$ cat src/rtl/ddr3_pkg.sv
// Shared DDR3 sequencer definitions used by the write- and read-side address generators.
package ddr3_pkg;

  localparam int unsigned DDR3_ADDR_W     = 26;
  localparam int unsigned DDR3_BURST_STEP = 8;

  localparam logic [2:0] DDR3_CMD_WRITE = 3'b000;
  localparam logic [2:0] DDR3_CMD_READ  = 3'b001;

  typedef enum logic [1:0] {
    ST_IDLE  = 2'd0,
    ST_WRITE = 2'd1,
    ST_DONE  = 2'd2
  } ddr3_state_e;

endpackage

$ cat src/rtl/ddr3_addr_wrap_ctr.sv
// Circular-buffer address counter: clear, load or step by STEP, wrapping to 0 at LIMIT.
module ddr3_addr_wrap_ctr #(
  parameter int unsigned W     = 26,
  parameter int unsigned STEP  = 8,
  parameter int unsigned LIMIT = 67108864
) (
  input  logic         clk,
  input  logic         reset_i,
  input  logic         clear_i,
  input  logic         load_i,
  input  logic [W-1:0] load_val_i,
  input  logic         inc_i,
  output logic [W-1:0] count_o
);

  localparam int unsigned SW = W + 1;

  logic [W-1:0] count_q, count_d;
  logic [W:0]   sum_c;

  // Next count: clear wins over load, load wins over increment; one extra adder bit detects the wrap.
  always_comb begin
    sum_c   = {1'b0, count_q} + SW'(STEP);
    count_d = count_q;
    if (clear_i) begin
      count_d = '0;
    end else if (load_i) begin
      count_d = load_val_i;
    end else if (inc_i) begin
      count_d = (sum_c >= SW'(LIMIT)) ? '0 : sum_c[W-1:0];
    end
  end

  // Count register.
  always_ff @(posedge clk) begin
    if (reset_i) begin
      count_q <= '0;
    end else begin
      count_q <= count_d;
    end
  end

  assign count_o = count_q;

endmodule

$ cat src/rtl/ddr3_write_addr_gen.sv
// Write-side DDR3 command sequencer: issues one write request per ready burst and
// walks a persistent circular write pointer across fills.
module ddr3_write_addr_gen
  import ddr3_pkg::*;
#(
  parameter int unsigned ADDR_W     = DDR3_ADDR_W,
  parameter int unsigned CNT_W      = 23,
  parameter int unsigned ADDR_STEP  = DDR3_BURST_STEP,
  parameter int unsigned ADDR_LIMIT = 67108864
) (
  input  logic              clk,
  input  logic              reset,
  input  logic              acq_enabled,
  input  logic              fill_start,
  input  logic [CNT_W-1:0]  burst_count,
  input  logic              wdata_avail,
  input  logic              addr_clear,
  input  logic              wr_app_rdy,
  output logic [ADDR_W-1:0] wr_addr,
  output logic              wr_app_en,
  output logic              wr_mode,
  output logic [ADDR_W-1:0] fill_base_addr,
  output logic              fill_done,
  output logic              fill_abort,
  output logic              start_err
);

  ddr3_state_e       state_q, state_d;
  logic [CNT_W-1:0]  remaining_q, remaining_d;
  logic              en_q, en_d;
  logic              mode_q, mode_d;
  logic [ADDR_W-1:0] base_q, base_d;
  logic              done_q, done_d;
  logic              abort_q, abort_d;
  logic              err_q, err_d;
  logic              addr_clr_c;
  logic              addr_inc_c;

  // Write pointer; persists across fills, only reset or an idle clear returns it to 0.
  ddr3_addr_wrap_ctr #(
    .W     (ADDR_W),
    .STEP  (ADDR_STEP),
    .LIMIT (ADDR_LIMIT)
  ) u_addr_ctr (
    .clk        (clk),
    .reset_i    (reset),
    .clear_i    (addr_clr_c),
    .load_i     (1'b0),
    .load_val_i ('0),
    .inc_i      (addr_inc_c),
    .count_o    (wr_addr)
  );

  // Next-state and registered-output decode.
  always_comb begin
    state_d     = state_q;
    remaining_d = remaining_q;
    en_d        = en_q;
    base_d      = base_q;
    done_d      = 1'b0;
    abort_d     = 1'b0;
    err_d       = err_q;
    addr_clr_c  = 1'b0;
    addr_inc_c  = 1'b0;

    case (state_q)
      ST_IDLE: begin
        en_d = 1'b0;
        if (addr_clear) begin
          addr_clr_c = 1'b1;
        end
        if (fill_start && acq_enabled) begin
          remaining_d = burst_count;
          base_d      = addr_clear ? '0 : wr_addr;
          if (burst_count == '0) begin
            state_d = ST_DONE;
            done_d  = 1'b1;
          end else begin
            state_d = ST_WRITE;
          end
        end
      end

      ST_WRITE: begin
        if (fill_start) begin
          err_d = 1'b1;
        end
        if (!acq_enabled) begin
          // Mux has already dropped the command and gated rdy: nothing is counted.
          state_d = ST_IDLE;
          abort_d = 1'b1;
          en_d    = 1'b0;
        end else if (en_q) begin
          if (wr_app_rdy) begin
            addr_inc_c  = 1'b1;
            remaining_d = remaining_q - CNT_W'(1);
            if (remaining_q == CNT_W'(1)) begin
              state_d = ST_DONE;
              done_d  = 1'b1;
              en_d    = 1'b0;
            end else begin
              en_d = wdata_avail;
            end
          end
        end else begin
          en_d = wdata_avail && (remaining_q != '0);
        end
      end

      ST_DONE: begin
        if (fill_start) begin
          err_d = 1'b1;
        end
        en_d    = 1'b0;
        state_d = ST_IDLE;
      end

      default: begin
        en_d    = 1'b0;
        state_d = ST_IDLE;
      end
    endcase

    mode_d = (state_d == ST_WRITE);
  end

  // State and output registers.
  always_ff @(posedge clk) begin
    if (reset) begin
      state_q     <= ST_IDLE;
      remaining_q <= '0;
      en_q        <= 1'b0;
      mode_q      <= 1'b0;
      base_q      <= '0;
      done_q      <= 1'b0;
      abort_q     <= 1'b0;
      err_q       <= 1'b0;
    end else begin
      state_q     <= state_d;
      remaining_q <= remaining_d;
      en_q        <= en_d;
      mode_q      <= mode_d;
      base_q      <= base_d;
      done_q      <= done_d;
      abort_q     <= abort_d;
      err_q       <= err_d;
    end
  end

  assign wr_app_en      = en_q;
  assign wr_mode        = mode_q;
  assign fill_base_addr = base_q;
  assign fill_done      = done_q;
  assign fill_abort     = abort_q;
  assign start_err      = err_q;

endmodule

$ cat config.mk
export PLATFORM = sky130hd
export DESIGN_NAME = ddr3_write_addr_gen
export DESIGN_NICKNAME = d
export VERILOG_FILES = /design/src/rtl/ddr3_pkg.sv /design/src/rtl/ddr3_addr_wrap_ctr.sv /design/src/rtl/ddr3_write_addr_gen.sv
export SDC_FILE = /design/constraint.sdc
export NUM_CORES = 1
export LEC_CHECK = 0
export CAP_MARGIN = 40
export CORE_ASPECT_RATIO = 0.9
export CORE_MARGIN = 1.5
export CORE_UTILIZATION = 50
export DETAILED_ROUTE_END_ITERATION = 12
export GPL_TIMING_DRIVEN = 0
export PLACE_DENSITY_LB_ADDON = 0.15
export SLEW_MARGIN = 20
export SYNTH_ARGS = -nofsm -noshare
export SYNTH_HDL_FRONTEND = slang
export SYNTH_SLANG_ARGS = --single-unit
$ cat constraint.sdc
create_clock -name clk -period 2.65 [get_ports clk]
set_clock_uncertainty 0.2 [all_clocks]
set_input_delay 0.3975 -clock clk [delete_from_list [all_inputs] [get_ports clk]]
set_output_delay 0.3975 -clock clk [all_outputs]
set_load 0.01 [all_outputs]
# Yosys cells after proc, flatten, opt, wreduce, memory -nomap -nowiden
# Cells that the tools add are included.
[word_totals]
ff_bits = 82
latch_bits = 0
ram_bits = 0
mem_bits_ro = 0
output_inout_bits = 57
word_cells = 66
n_memories = 0
[op_classes]
add_sub_neg = 2
multipliers = 0
n_div = 0
magnitude_cmp = 1
n_eq_ne = 8
shifts = 0
n_mux = 31
bitwise_logic = 2
n_reduce_logical = 13
[ops]
columns = ["operator", "count"]
rows = [
  ["$mux W23", 4],
  ["$mux W26", 2],
  ["$pmux W23 S2", 1],
  ["$add A26 B4 Y27 const B", 1],
  ["$ge A27 B27 Y1 const B", 1],
  ["$eq A23 B1 Y1 const B", 1],
  ["$logic_not A23 Y1", 1],
  ["$reduce_bool A23 Y1", 1],
  ["$sub A23 B1 Y23 const B", 1],
  ["$mux W1", 16],
  ["$mux W2", 6],
  ["$ne A2 B2 Y1 const B", 4],
  ["$reduce_or A2 Y1", 3],
  ["$reduce_and A5 Y1", 1],
  ["$eq A2 B1 Y1 const B", 2],
  ["$pmux W2 S2", 1],
  ["$reduce_and A2 Y1", 2],
  ["$reduce_or A3 Y1", 1],
  ["$eq A2 B2 Y1 const B", 1],
  ["$logic_and A1 B1 Y1", 2],
  ["$logic_not A2 Y1", 1],
  ["$not A1 Y1", 2],
  ["$pmux W1 S2", 1],
  ["$reduce_bool A2 Y1", 1],
]

# Depth between registers and ports, before layout
# Gate-level depths: netlist (run 1).
[logic_depth]
depth_word = 7
ltp_mapped = 10
depth_no_buf = 7

# Cells and area by module
# Synthesis (run 1) repeated with hierarchy kept, for this count alone.
[hier_totals]
cells_unflattened = 535
hier_area_um2 = 4285.4
[by_module_without_submodules]
columns = ["module", "n_inst", "cells_per_inst", "area_per_inst_um2", "seq_area_each_um2"]
rows = [
  ["ddr3_write_addr_gen", 1, 368, 2902.8, 1121.1],
  ["ddr3_addr_wrap_ctr", 1, 167, 1382.6, 520.5],
]

# Worst setup path before layout (run 1)
# OpenSTA, ideal clock, no wires.
[synth_timing]
path_type = "flip-flop to flip-flop"
start = "register remaining_q[0]"
end = "register remaining_q[18]"
setup_time_ns = 0.122
arrival_ns = 2.035
required_time_ns = 2.328
slack_ns = 0.293
path_stages_with_launch = 9
n_path_buf = 1
path_cell_list = "dfxtp_1 -> inv_1 -> ha_1 -> or3b_1 -> buf_6 -> nor4_4 -> nand2_2 -> or4_1 -> o311a_1"
[synth_between]
elab_chain_cells = 5
[synth_lines]
columns = ["element", "line", "text"]
rows = [
  ["start: declaration", "ddr3_write_addr_gen.sv:29", "logic [CNT_W-1:0] remaining_q, remaining_d;"],
  ["start signal: assignment", "ddr3_write_addr_gen.sv:140", "remaining_q <= remaining_d;"],
  ["$sub A23 B1 Y23", "ddr3_write_addr_gen.sv:96", "remaining_d = remaining_q - CNT_W'(1);"],
  ["$mux W23", "ddr3_write_addr_gen.sv:94", "if (wr_app_rdy) begin"],
  ["$mux W23", "ddr3_write_addr_gen.sv:93", "end else if (en_q) begin"],
  ["$mux W23", "ddr3_write_addr_gen.sv:88", "if (!acq_enabled) begin"],
  ["$pmux W23 S2", "ddr3_write_addr_gen.sv:66", "case (state_q)"],
]
# No other way between the ends. The select of a mux whose other input is x is not followed.
# A chain may end at the register's enable or synchronous reset.

# Final worst setup path (run 1)
[layout_timing]
start = "register state_q[1]"
end = "register remaining_q[9]"
[layout_between]
elab_chain_cells = 3
elab_cells_between_ends = 9
[layout_lines]
columns = ["element", "line", "text"]
rows = [
  ["start: declaration", "ddr3_write_addr_gen.sv:28", "ddr3_state_e state_q, state_d;"],
  ["start signal: assignment", "ddr3_write_addr_gen.sv:139", "state_q <= state_d;"],
  ["$eq A2 B1 Y1 or $logic_not A2 Y1 (tied branches)", "ddr3_write_addr_gen.sv:66", ""],
  ["$ne A2 B2 Y1 (no line) or $reduce_bool A2 Y1 (tied branches)", "-", ""],
  ["$reduce_and A5 Y1 (no line)", "-", ""],
]
# Parallel ways exist; a longest one is shown, timed or not.

==> results of run 1 <==
cell families (layout without fill, tap and decap cells):
family	Yosys count	after routing	share of synthesized area
muxes	4	4	0.01041
buffers and inverters	53	156	0.06860
adders and majority gates	6	6	0.01838
AOI/OAI and AO/OA	110	110	0.1743
and+or+nand+nor	233	233	0.3093
xor gates and xnor gates	19	19	0.04074
other	1	3	0.0009180
DFF	77	77	0.3773
metal layers:
metal | global-route usage | up-vias | wire length (um)
met4 | 0.1024 | 0 | 208
met3 | 0.07899 | 23 | 1420
met5 | 0 | - | 0
li1 | - | 2025 | -
met2 | 0.4303 | 232 | 5345
met1 | 0.3791 | 2015 | 5327
final cells by class:
type,instances,share of cell area
multi-input cells,375,0.4310
plain buffers,37,0.04223
flip-flops and latches,77,0.2906
repair buffers,87,0.1611
clock inverters,6,0.01628
clock buffers,10,0.02406
well taps,99,0.02335
inverters,16,0.01132
state kept, by name (all words and copies together), names as in the netlist:
signal and count:
start_err 1, remaining_q 23, fill_base_addr 24, fill_abort 1, wr_app_en 1, state_q 2, u_addr_ctr.count_o 23, fill_done 1
wr_mode 1
power by group through the flow:
stage	Clock (mW)	Sequential, mW	Combinational [mW]
floorplan	0	1.25	0.359
global placement	0	1.25	0.519
detailed placement	0	1.25	0.527
CTS	1.01	1.23	0.529
global route	1.05	1.24	0.618
finish	1.00	1.23	0.575
stage by stage:
step	hold slack, ns	power [mW]	setup TNS (ns)	instances
final	0.1620	2.807	0	707
after floorplan	0.2589	1.605	0	505
after global routing	0.1653	2.904	-0.05754	707
after CTS	0.1342	2.764	0	701
after global placement	0.2517	1.772	-6.403	685
after detailed placement	0.2737	1.781	-7.347	685
critical path, delay by kind of cell (launching register included):
kind / cells / cell delay, ns
compound gates: 3 / 0.86
buf+inv: 3 / 0.71
flops: 1 / 0.31
simple gates: 1 / 0.20
fa+ha+maj: 1 / 0.19
final timing paths:
| kind | to | slack, ns | start | cells past startpoint |
|---|---|---|---|---|
| worst max-delay path | remaining_q[9]$_SDFFE_PP0P_ | 0.09 | state_q[1]$_SDFF_PP0_ | 8 |
| worst max register to register | remaining_q[9]$_SDFFE_PP0P_ | 0.09 | state_q[1]$_SDFF_PP0_ | 8 |
| worst min-delay path | fill_abort$_SDFF_PP0_ | 0.16 | acq_enabled | 2 |
| worst min register to register | remaining_q[10]$_SDFFE_PP0P_ | 0.29 | remaining_q[10]$_SDFFE_PP0P_ | 2 |
repair_timing:
action | 4_1_cts | 5_1_grt
setup buffers | 0 | 6
pin swaps | 0 | 3
endpoints found under the setup margin | 1 | 26
resized for setup | 1 | 8
synth_stat cells, types with 2 or more instances:
master	count
or3_1	3
nor3b_1	23
a21oi_1	46
buf_6	6
a21o_1	2
mux2i_1	2
a211oi_1	4
and3_1	4
a211o_1	2
o211ai_1	4
buf_2	3
clkbuf_1	21
o31ai_1	4
nor2_1	67
a22oi_1	4
ha_1	6
buf_4	6
nand4_1	14
a31oi_1	5
o22ai_1	2
o21ai_0	9
xnor2_1	6
or4_1	9
a311oi_1	3
nor3_1	20
or3b_1	2
dfxtp_1	77
nand2_1	35
and4_1	4
mux2_2	2
xor2_1	13
inv_1	15
o32ai_1	6
nor2b_1	4
nor4_1	16
and2_1	3
nand3_1	12
nand2b_1	4
o21ai_1	6
cells in the final DEF, fill, tap and decap left out, types with 4 or more instances in the layout:
cell type / count
a211oi_1: 4
a21oi_1: 46
a22oi_1: 4
a31oi_1: 5
and3_1: 4
and4_1: 4
buf_4: 12
buf_6: 6
clkbuf_1: 19
clkbuf_8: 10
clkdlybuf4s50_1: 80
dfxtp_1: 77
ha_1: 6
inv_1: 15
nand2_1: 35
nand2b_1: 4
nand3_1: 12
nand4_1: 14
nor2_1: 67
nor2b_1: 4
nor3_1: 20
nor3b_1: 23
nor4_1: 15
o211ai_1: 4
o21ai_0: 9
o21ai_1: 6
o31ai_1: 4
o32ai_1: 6
or4_1: 9
xnor2_1: 6
xor2_1: 13
==> impl_metrics.env, run 1 <==
export IMPL_endpoint_kind="flip-flop"
export IMPL_worstSetupStartpointType="flip-flop"
export IMPL_gp_congestion=0.9367
export IMPL_synthArstFlopShare=0
export IMPL_yosysTopAreaCellShare=0.3773
export IMPL_clock_fmax_mhz=391.2
export IMPL_fillers=698
export IMPL_synth_warnings=0
export IMPL_critical_path_max_stage_delay_ns=0.50
export IMPL_p_int_mw=1.947
export IMPL_die_h_um=88.75
export IMPL_rows=31
export IMPL_cts_sinks=77
export IMPL_routed_wl_mm=12.30
export IMPL_arrival_ns=2.64
export IMPL_postLayoutCoreUtil=0.6638
export IMPL_grt_ovfl_total=0
export IMPL_synth_area_mm2=0.004085
export IMPL_finalCritPeriodShare=0.9646
export IMPL_hold_class="in2reg"
export IMPL_drt_vias_per_instance=6.075
export IMPL_grtUsageTotal=0.2802
export IMPL_drive_gt1_frac=0.09375
export IMPL_net_switching_power_mw=0.8594
export IMPL_grt_pass1_wl_mm=19.35
export IMPL_area_growth_pct=29.83
export IMPL_synthCells=503
export IMPL_root_buffer="clkbuf_8"
export IMPL_dpl_cell_area_mm2=0.005027
export IMPL_wl_per_cell_um=17.40
export IMPL_status="finished clean"
export IMPL_hold_viol_final=0
export IMPL_clk_latency_ns=0.37
export IMPL_cts_tree="built"
export IMPL_ys_seq_elements=77
export IMPL_seq_area_frac_synth=0.3773
export IMPL_htreeDepth=3
export IMPL_cts_made_buffers=9
export IMPL_final_net_count=639
export IMPL_diodes=0
export IMPL_start_util=0.5113
export IMPL_grt_start_max_net_pins=14
export IMPL_grt_pass1_vias=3878
export IMPL_maxCapViolCount=0
export IMPL_port_buffers=81
export IMPL_setup_violations_final=0
export IMPL_synth_area_leaders="dfxtp_1 38%, nor2_1 6.2%, a21oi_1 5.6%"
export IMPL_fin_crit_ns=2.556
export IMPL_power_leakage_nw=1.842
export IMPL_register_area_mm2=0.001541
export IMPL_synth_edf_count=0
export IMPL_drc_errors=0
export IMPL_firstDrtPassIters=5
export IMPL_rsz0062_at_grt="true"
export IMPL_cp_cell_sequence="inv_1 > ha_1 > buf_6 > nand2b_2 > a221oi_2 > clkbuf_1 > o21ai_0 > a21oi_1"
export IMPL_yosys_area_top_type="dfxtp_1"
export IMPL_dp_final_hpwl_mm=8.684
export IMPL_worst_ir_drop_vdd_uv=284.5
export IMPL_tightest_slew_ns=0.7984
export IMPL_vias=4295
export IMPL_p_per_area_mw_per_mm2=529.2
export IMPL_drt_iter0_markers=303
export IMPL_die_w_um=98.28
export IMPL_synth_flop_cell="dfxtp_1"
export IMPL_multi_input_area_mm2=0.002286
export IMPL_dieArea_mm2=0.008722
export IMPL_antenna_found_initial=0
export IMPL_path_class="reg2reg"
export IMPL_dp_slack_ns=-0.3700
export IMPL_switching_share=0.3062
export IMPL_path_clk_slew_ns=0.08
export IMPL_worst_slack_ns=0.09383
export IMPL_io_pins=87
export IMPL_hold_buffers=0
export IMPL_slowest_stage="a221oi_2"
export IMPL_cts_buffer_depth=2
export IMPL_synth_cell_types=68
export IMPL_avgSynthCellArea_um2=8.122
export IMPL_ant_nets=0
export IMPL_worstPathMaxFanout=10
export IMPL_pwr_share_clk=0.357
export IMPL_relSlewSlack=0.4636
export IMPL_slew_viol_final=0
export IMPL_seq_power_share=0.438
export IMPL_finalInstanceArea_mm2=0.005304
export IMPL_core_area_mm2=0.007990
export IMPL_required_ns=2.74
export IMPL_comb_power_share=0.205
Power figures use the tool's default switching activity.
==> run 2, diff against run 1 <==
--- a/config.mk
+++ b/config.mk
@@ -9,10 +9,12 @@
 export CORE_ASPECT_RATIO = 0.9
 export CORE_MARGIN = 1.5
 export CORE_UTILIZATION = 50
+export CTS_CLUSTER_SIZE = 16
 export DETAILED_ROUTE_END_ITERATION = 12
 export GPL_TIMING_DRIVEN = 0
 export PLACE_DENSITY_LB_ADDON = 0.15
-export SLEW_MARGIN = 20
+export SKIP_CTS_REPAIR_TIMING = 1
+export SLEW_MARGIN = 40
 export SYNTH_ARGS = -nofsm -noshare
 export SYNTH_HDL_FRONTEND = slang
 export SYNTH_SLANG_ARGS = --single-unit
==> impl_metrics.env, run 2 (same netlist as run 1, synthesis figures left out) <==
export IMPL_drive_gt1_frac=0.09375
export IMPL_worst_slack_ns=0.08562
export IMPL_final_cell_mix="80 x clkdlybuf4s50_1, 77 x dfxtp_1, 67 x nor2_1, 46 x a21oi_1, 35 x nand2_1"
export IMPL_setup_violations_final=0
export IMPL_port_buffers=81
export IMPL_stdcell_count=707
export IMPL_wl_met2_mm=5.405
export IMPL_die_h_um=88.75
export IMPL_critPathBufInv=0
export IMPL_worst_ir_drop_vdd_uv=283.3
export IMPL_cts_made_buffers=9
export IMPL_vias=4270
export IMPL_dieArea_mm2=0.008722
export IMPL_relSlewSlack=0.4670
export IMPL_setup_tns_final_ns=0
export IMPL_grt_start_max_net_pins=14
export IMPL_grt_ovfl_total=0
export IMPL_wl_per_cell_um=17.36
export IMPL_diodes=0
export IMPL_core_area_mm2=0.007990
export IMPL_wl_met3_mm=1.284
export IMPL_drt_vias_per_instance=6.040
export IMPL_finalInstanceArea_mm2=0.005308
export IMPL_cts_tree="built"
export IMPL_htreeDepth=3
export IMPL_worstPathMaxFanout=8
export IMPL_start_util=0.5113
export IMPL_path_class="reg2reg"
export IMPL_tightest_slew_ns=0.7935
export IMPL_critical_path_max_stage_delay_ns=0.69
export IMPL_maxCapViolCount=0
export IMPL_root_buffer="clkbuf_8"
export IMPL_path_clk_slew_ns=0.08
export IMPL_power_total_mw=2.803
export IMPL_power_leakage_nw=1.850
export IMPL_place_inst=685
export IMPL_fin_crit_ns=2.564
export IMPL_clk_latency_ns=0.36
export IMPL_hold_class="in2reg"
export IMPL_antenna_found_initial=0
export IMPL_gp_congestion=0.9367
export IMPL_cts_buffer_depth=2
export IMPL_grt_pass1_wl_mm=19.34
export IMPL_cts_sinks=77
export IMPL_critPathTopFamily="simple AND/OR/NAND/NOR gates"
export IMPL_hold_viol_final=0
export IMPL_final_common_cell="clkdlybuf4s50_1"
export IMPL_die_w_um=98.28
export IMPL_p_per_area_mw_per_mm2=528.1
export IMPL_required_ns=2.71
export IMPL_drc_errors=0
export IMPL_drt_iter0_markers=341
export IMPL_grt_pass1_vias=3873
export IMPL_final_net_count=639
export IMPL_slew_viol_final=0
export IMPL_dpl_cell_area_mm2=0.005027
export IMPL_worstSetupStartpointType="flip-flop"
export IMPL_dp_final_hpwl_mm=8.684
export IMPL_cp_cell_sequence="nor3_1 > nand4_1 > nor4_1 > a221oi_1 > and2_1"
export IMPL_ant_nets=0
export IMPL_dp_slack_ns=-0.3700
export IMPL_io_pins=87
export IMPL_endpoint_kind="flip-flop"
export IMPL_rows=31
export IMPL_routed_wl_mm=12.28
export IMPL_rsz0062_at_grt="true"
export IMPL_slowest_stage="nor3_1"
export IMPL_arrival_ns=2.62
export IMPL_grtUsageTotal=0.2804
export IMPL_area_growth_pct=29.92
export IMPL_top_layer="met4"
export IMPL_finalCritPeriodShare=0.9677
export IMPL_m1WireLength_mm=5.424
export IMPL_largest_reg_flops=24
export IMPL_clock_fmax_mhz=390.0
export IMPL_firstDrtPassIters=5
export IMPL_status="finished clean"
## run 2: power by group
group / switching (mW) / internal (mW) / total, mW
Sequential: 0.0388 / 1.19 / 1.23
Combinational: 0.347 / 0.227 / 0.574
Clock: 0.469 / 0.531 / 1.00
## run 2: layer usage
layer | track usage | vias to the layer above
met4 | 0.1024 | 0
met5 | 0 | -
met1 | 0.3796 | 2007
li1 | - | 2021
met2 | 0.4303 | 225
met3 | 0.07899 | 17
## run 2: per-stage QoR
stage / utilization / hold WS [ns]
6_report: 0.6643 / 0.1648
5_1_grt: 0.6643 / 0.1653
4_1_cts: 0.6560 / 0.1342
3_5_place_dp: 0.6292 / 0.2737
3_3_place_gp: 0.6292 / 0.2517
2_1_floorplan: - / 0.2589
## run 2: worst reg2reg max path, cell delays in order, from the launching register on
cell      delay [ns]
dfxtp_1         0.39
nor3_1          0.69
nand4_1         0.30
nor4_1          0.52
a221oi_1        0.18
and2_1          0.18
## run 2: final timing paths
| path | from | end | slack (ns) | depth (start not counted) |
|---|---|---|---|---|
| worst max-delay path | remaining_q[14]$_SDFFE_PP0P_ | wr_mode$_SDFF_PP0_ | 0.09 | 5 |
| worst min-delay path | acq_enabled | fill_abort$_SDFF_PP0_ | 0.16 | 2 |
| worst max register to register | remaining_q[14]$_SDFFE_PP0P_ | wr_mode$_SDFF_PP0_ | 0.09 | 5 |
| worst min register to register | remaining_q[10]$_SDFFE_PP0P_ | remaining_q[10]$_SDFFE_PP0P_ | 0.29 | 2 |
## run 2: area by class of cell
type                    count  area (um^2)
fillers                   696         2683
well taps                  99        123.9
clock inverters             6        86.33
clock buffers              10        127.6
flip-flops and latches     77         1541
plain buffers              37        224.0
repair buffers             87        858.3
inverters                  16        60.06
multi-input cells         375         2286
==> patch 1: new RTL, settings of run 1 <==
Change the parameter `CNT_W` from 23 to 46.
--- a/src/rtl/ddr3_write_addr_gen.sv
+++ b/src/rtl/ddr3_write_addr_gen.sv
@@ -4,7 +4,7 @@
   import ddr3_pkg::*;
 #(
   parameter int unsigned ADDR_W     = DDR3_ADDR_W,
-  parameter int unsigned CNT_W      = 23,
+  parameter int unsigned CNT_W      = 46,
   parameter int unsigned ADDR_STEP  = DDR3_BURST_STEP,
   parameter int unsigned ADDR_LIMIT = 67108864
 ) (
Ports: changed (resized burst_count); port bits go from 87 to 110. No check against the original RTL was run, so the function may have changed too.
==> patch 1 against run 1 <==
- the flow now finishes with violations (negative setup slack)
- sequential share of layout area fell by 2.3 points
- fmax fell by 6.8%
- power rose by 50%
- worst setup slack got worse by 0.19 ns
- sequential cell count rose by 23
- critical path depth fell by 2
- routed wire length rose by 74%
- area after synthesis rose by 37%
- cell area rose by 42%
- critical path type unchanged
- largest cell class unchanged
==> patch 1: results <==
{
  "critPathTopFamily": "simple AND/OR/NAND/NOR gates",
  "cts_resized": 41,
  "pg_clk_mw": 1.40,
  "clkCellAreaFrac_pct": 4.10,
  "multiInputGateArea_mm2": 0.00354,
  "drt_first_iter_violations": 849,
  "synth_seq_cells": 100,
  "cts-root-buf": "clkbuf_16",
  "p_int_mw": 2.78,
  "dpl.hpwl_um": 15300,
  "setup_ws_ns": -0.0931,
  "n_fill_cell": 891,
  "comb.multi_input.count": 556,
  "max-slew-margin-rel_pct": 47.0,
  "synth.cells.most_frequent": "dfxtp_1 (100), nor2_1 (80), nand2_1 (58)",
  "drtPass1Iterations": 6,
  "p_switching_mw": 1.43,
  "ys_seq_area_share_pct": 35.7,
  "r2r_cells": 6,
  "drive_gt1_share_pct": 12.3,
  "grt_pass1_wl_um": 32400,
  "violations": "negative setup slack",
  "place_area_mm2": 0.00686,
  "multi_input_area_share_pct": 47.2,
  "vdd_drop_max_mv": 0.468,
  "drt_wl_total_um": 21400,
  "hp-start": "start_err$_SDFFE_PP0P_",
  "hold_end": "start_err$_SDFFE_PP0P_",
  "portBuffers": 104,
  "cellLeakagePower_nw": 2.58,
  "tns_ns": -0.170,
  "synthToLayoutAreaGrowth_pct": 34.1,
  "slowest_stage": "or4_4",
  "status": "complete, but fails checks",
  "holdWs_ns": 0.281,
  "slowest_delay_ns": 0.57,
  "crit_arrival_ns": 2.82,
  "nets": 910,
  "vias": 6536,
  "setup_viol": 3,
  "syn_avg_cell_area_um2": 7.73,
  "crit_end": "remaining_q[43]$_SDFFE_PP0P_",
  "comb_power_mw": 1.16,
  "buffer_area_share_pct": 18.7,
  "grt_max_degree": 18,
  "crit_path_start": "remaining_q[35]$_SDFFE_PP0P_",
  "grt_pass1_vias": 5973
}
[patch 1: cell types whose count changed after synthesis, moves of 14 or more]
cell / run 1 / this run
clkbuf_1: 21 / 46
dfxtp_1: 77 / 100
nand2_1: 35 / 58
o21ai_0: 9 / 31
nor4_1: 16 / 34
nand3_1: 12 / 29
or3_1: 3 / 17
[patch 1: metal layers]
| layer | GRT usage [%] | vias up | part of all wire, % |
|---|---|---|---|
| li1 | - | 2948 | - |
| met1 | 49.9 | 3076 | 42 |
| met2 | 54.7 | 455 | 44 |
| met3 | 8.39 | 57 | 12 |
| met4 | 13.3 | 0 | 2.4 |
| met5 | 0 | - | 0 |
[patch 1: cells by family (layout without fill, tap and decap cells)]
logic type                 count (synthesis)  count (layout)  share of synthesized area, %
and+or+nand+nor                          340             340                          32.5
xor gates and xnor gates                  22              22                          3.44
muxes                                      6               6                          1.12
DFF                                      100             100                          35.7
buffers and inverters                     71             200                          5.13
AOI/OAI and AO/OA                        179             179                          20.7
other                                      1               3                        0.0669
adders and majority gates                  6               6                          1.34
==> patch 2: new RTL, settings of run 1 <==
Without the edit above. Reset style: asynchronous (`reset` and `reset_i`), changed in 2 clocked blocks.
--- a/src/rtl/ddr3_addr_wrap_ctr.sv
+++ b/src/rtl/ddr3_addr_wrap_ctr.sv
@@ -32,7 +32,7 @@
   end
 
   // Count register.
-  always_ff @(posedge clk) begin
+  always_ff @(posedge clk or posedge reset_i) begin
     if (reset_i) begin
       count_q <= '0;
     end else begin
--- a/src/rtl/ddr3_write_addr_gen.sv
+++ b/src/rtl/ddr3_write_addr_gen.sv
@@ -125,7 +125,7 @@
   end
 
   // State and output registers.
-  always_ff @(posedge clk) begin
+  always_ff @(posedge clk or posedge reset) begin
     if (reset) begin
       state_q     <= ST_IDLE;
       remaining_q <= '0;
Function: differs if reset is asserted again (counterexample within 4 cycles, from zero or initial values and one cycle with reset high); with reset held inactive, the same outputs for 10 cycles.
==> patch 2 against run 1 <==
- worst setup slack better by 0.036 ns
- die area up 2.0%
- critical endpoint is now remaining_q[21]$_DFFE_PP0P_
- routed wire length down 5.0%
- area after synthesis up 2.1%
- sequential cell count unchanged
- via count down 6.9%
- cell area up 3.0%
Power is not compared: it rests on default switching activity, and its combinational part moved more than twofold at a synthesized area within 25%.
==> patch 2: results <==
{
  "status": "complete, no violations",
  "wl_per_cell_um": 17.3,
  "crit_path_max_fanout": 8,
  "die_x_um": 99.3,
  "nets": 607,
  "drive_gt1_share_pct": 9.03,
  "portBuffers": 83,
  "grt_max_degree": 41,
  "p_switching_mw": 1.60,
  "detail_route.vias_per_cell": 5.92,
  "dp_cells": 654,
  "cts-root-buf": "clkbuf_8",
  "n_fill_cell": 705,
  "grt_pass1_wl_um": 18600,
  "syn_avg_cell_area_um2": 8.89,
  "clk_latency_ns": 0.35,
  "synth_async_sr_flop_share_pct": 100,
  "drt_first_iter_violations": 301,
  "ys_seq_area_share_pct": 46.2,
  "slowest_delay_ns": 0.58,
  "max-slew-margin-rel_pct": 58.7,
  "grt_usage_pct": 27.1,
  "pre_cts_ws_ns": -0.297,
  "place_area_mm2": 0.00516,
  "synth_cell_types": 54,
  "synth.cells.most_frequent": "dfrtp_1 (77), nand2_1 (66), o21ai_0 (37)",
  "critPathTopFamily": "simple AND/OR/NAND/NOR gates",
  "globalplace.congestion": 0.945,
  "slowest_stage": "nor4_4",
  "crit_arrival_ns": 2.56,
  "dpl.hpwl_um": 8390,
  "drt_wl_total_um": 11700,
  "synthFlopType": "dfrtp_1",
  "hold_path_class": "input port to async pin"
}
==> patch 2: layout make-up <==
class	instances	share of cell area [%]
Timing Repair Buffer	89	16.3
Clock buffer	11	2.59
Multi-Input combinational cell	343	38.0
Inverter	23	1.63
Buffer	28	2.52
Tap cell	99	2.27
Clock inverter	5	1.53
Sequential cell	77	35.3
==> patch 2: worst paths after layout <==
| path | slack [ns] | startpoint | end | cells past startpoint |
|---|---|---|---|---|
| max | 0.13 | remaining_q[3]$_DFFE_PP0P_ | remaining_q[21]$_DFFE_PP0P_ | 5 |
| min reg2reg | 0.27 | start_err$_DFFE_PP0P_ | start_err$_DFFE_PP0P_ | 1 |
| min in group clk | 0.27 | start_err$_DFFE_PP0P_ | start_err$_DFFE_PP0P_ | 1 |
| max in group asynchronous | 1.45 | reset | remaining_q[17]$_DFFE_PP0P_ | 3 |
| max reg2reg | 0.13 | remaining_q[3]$_DFFE_PP0P_ | remaining_q[21]$_DFFE_PP0P_ | 5 |
| min | 0.21 | reset | remaining_q[12]$_DFFE_PP0P_ | 2 |
==> patch 2: per-stage QoR <==
stage | hold WS (ns) | utilization [%]
5_1_grt | 0.244 | 67.7
6_report | 0.212 | 67.7
4_1_cts | 0.229 | 67.2
3_5_place_dp | 0.252 | 63.9
2_1_floorplan | 0.264 | -
3_3_place_gp | 0.251 | 63.6
==> patch 2: timing repair <==
item | in CTS | in global routing
setup buffers | 3 | 2
hold endpoints to repair | 0 | 0
pin swaps | 1 | 3
gates resized for setup | 3 | 9
setup endpoints to repair | 13 | 22
==> patch 2: logic make-up (layout without fill, tap and decap cells) <==
| logic type | after synthesis | in the layout | share of synthesized area [%] |
|---|---|---|---|
| buffers and inverters | 51 | 156 | 5.28 |
| and+or+nand+nor | 192 | 192 | 24.3 |
| other | 1 | 3 | 0.0899 |
| muxes | 2 | 2 | 0.480 |
| xor gates and xnor gates | 13 | 13 | 2.73 |
| AOI/OAI and AO/OA | 127 | 127 | 19.2 |
| adders and majority gates | 6 | 6 | 1.80 |
| DFF | 77 | 77 | 46.2 |
==> patch 2: power groups by stage <==
stage / sequential, mW / combinational [mW] / clock (mW)
CTS: 1.63 / 1.42 / 1.03
global placement: 1.64 / 1.36 / 0
finish: 1.64 / 1.45 / 1.01
floorplan: 1.61 / 0.944 / 0
global route: 1.67 / 1.58 / 1.08
detailed placement: 1.65 / 1.40 / 0
==> patch 2: per-layer routing <==
metal	GRT usage, %	wire length (µm)	vias to the layer above
met5	0	0	-
met1	39.7	5460	1917
met2	39.7	5220	174
li1	-	-	1886
met3	6.81	781	22
met4	8.71	229	0
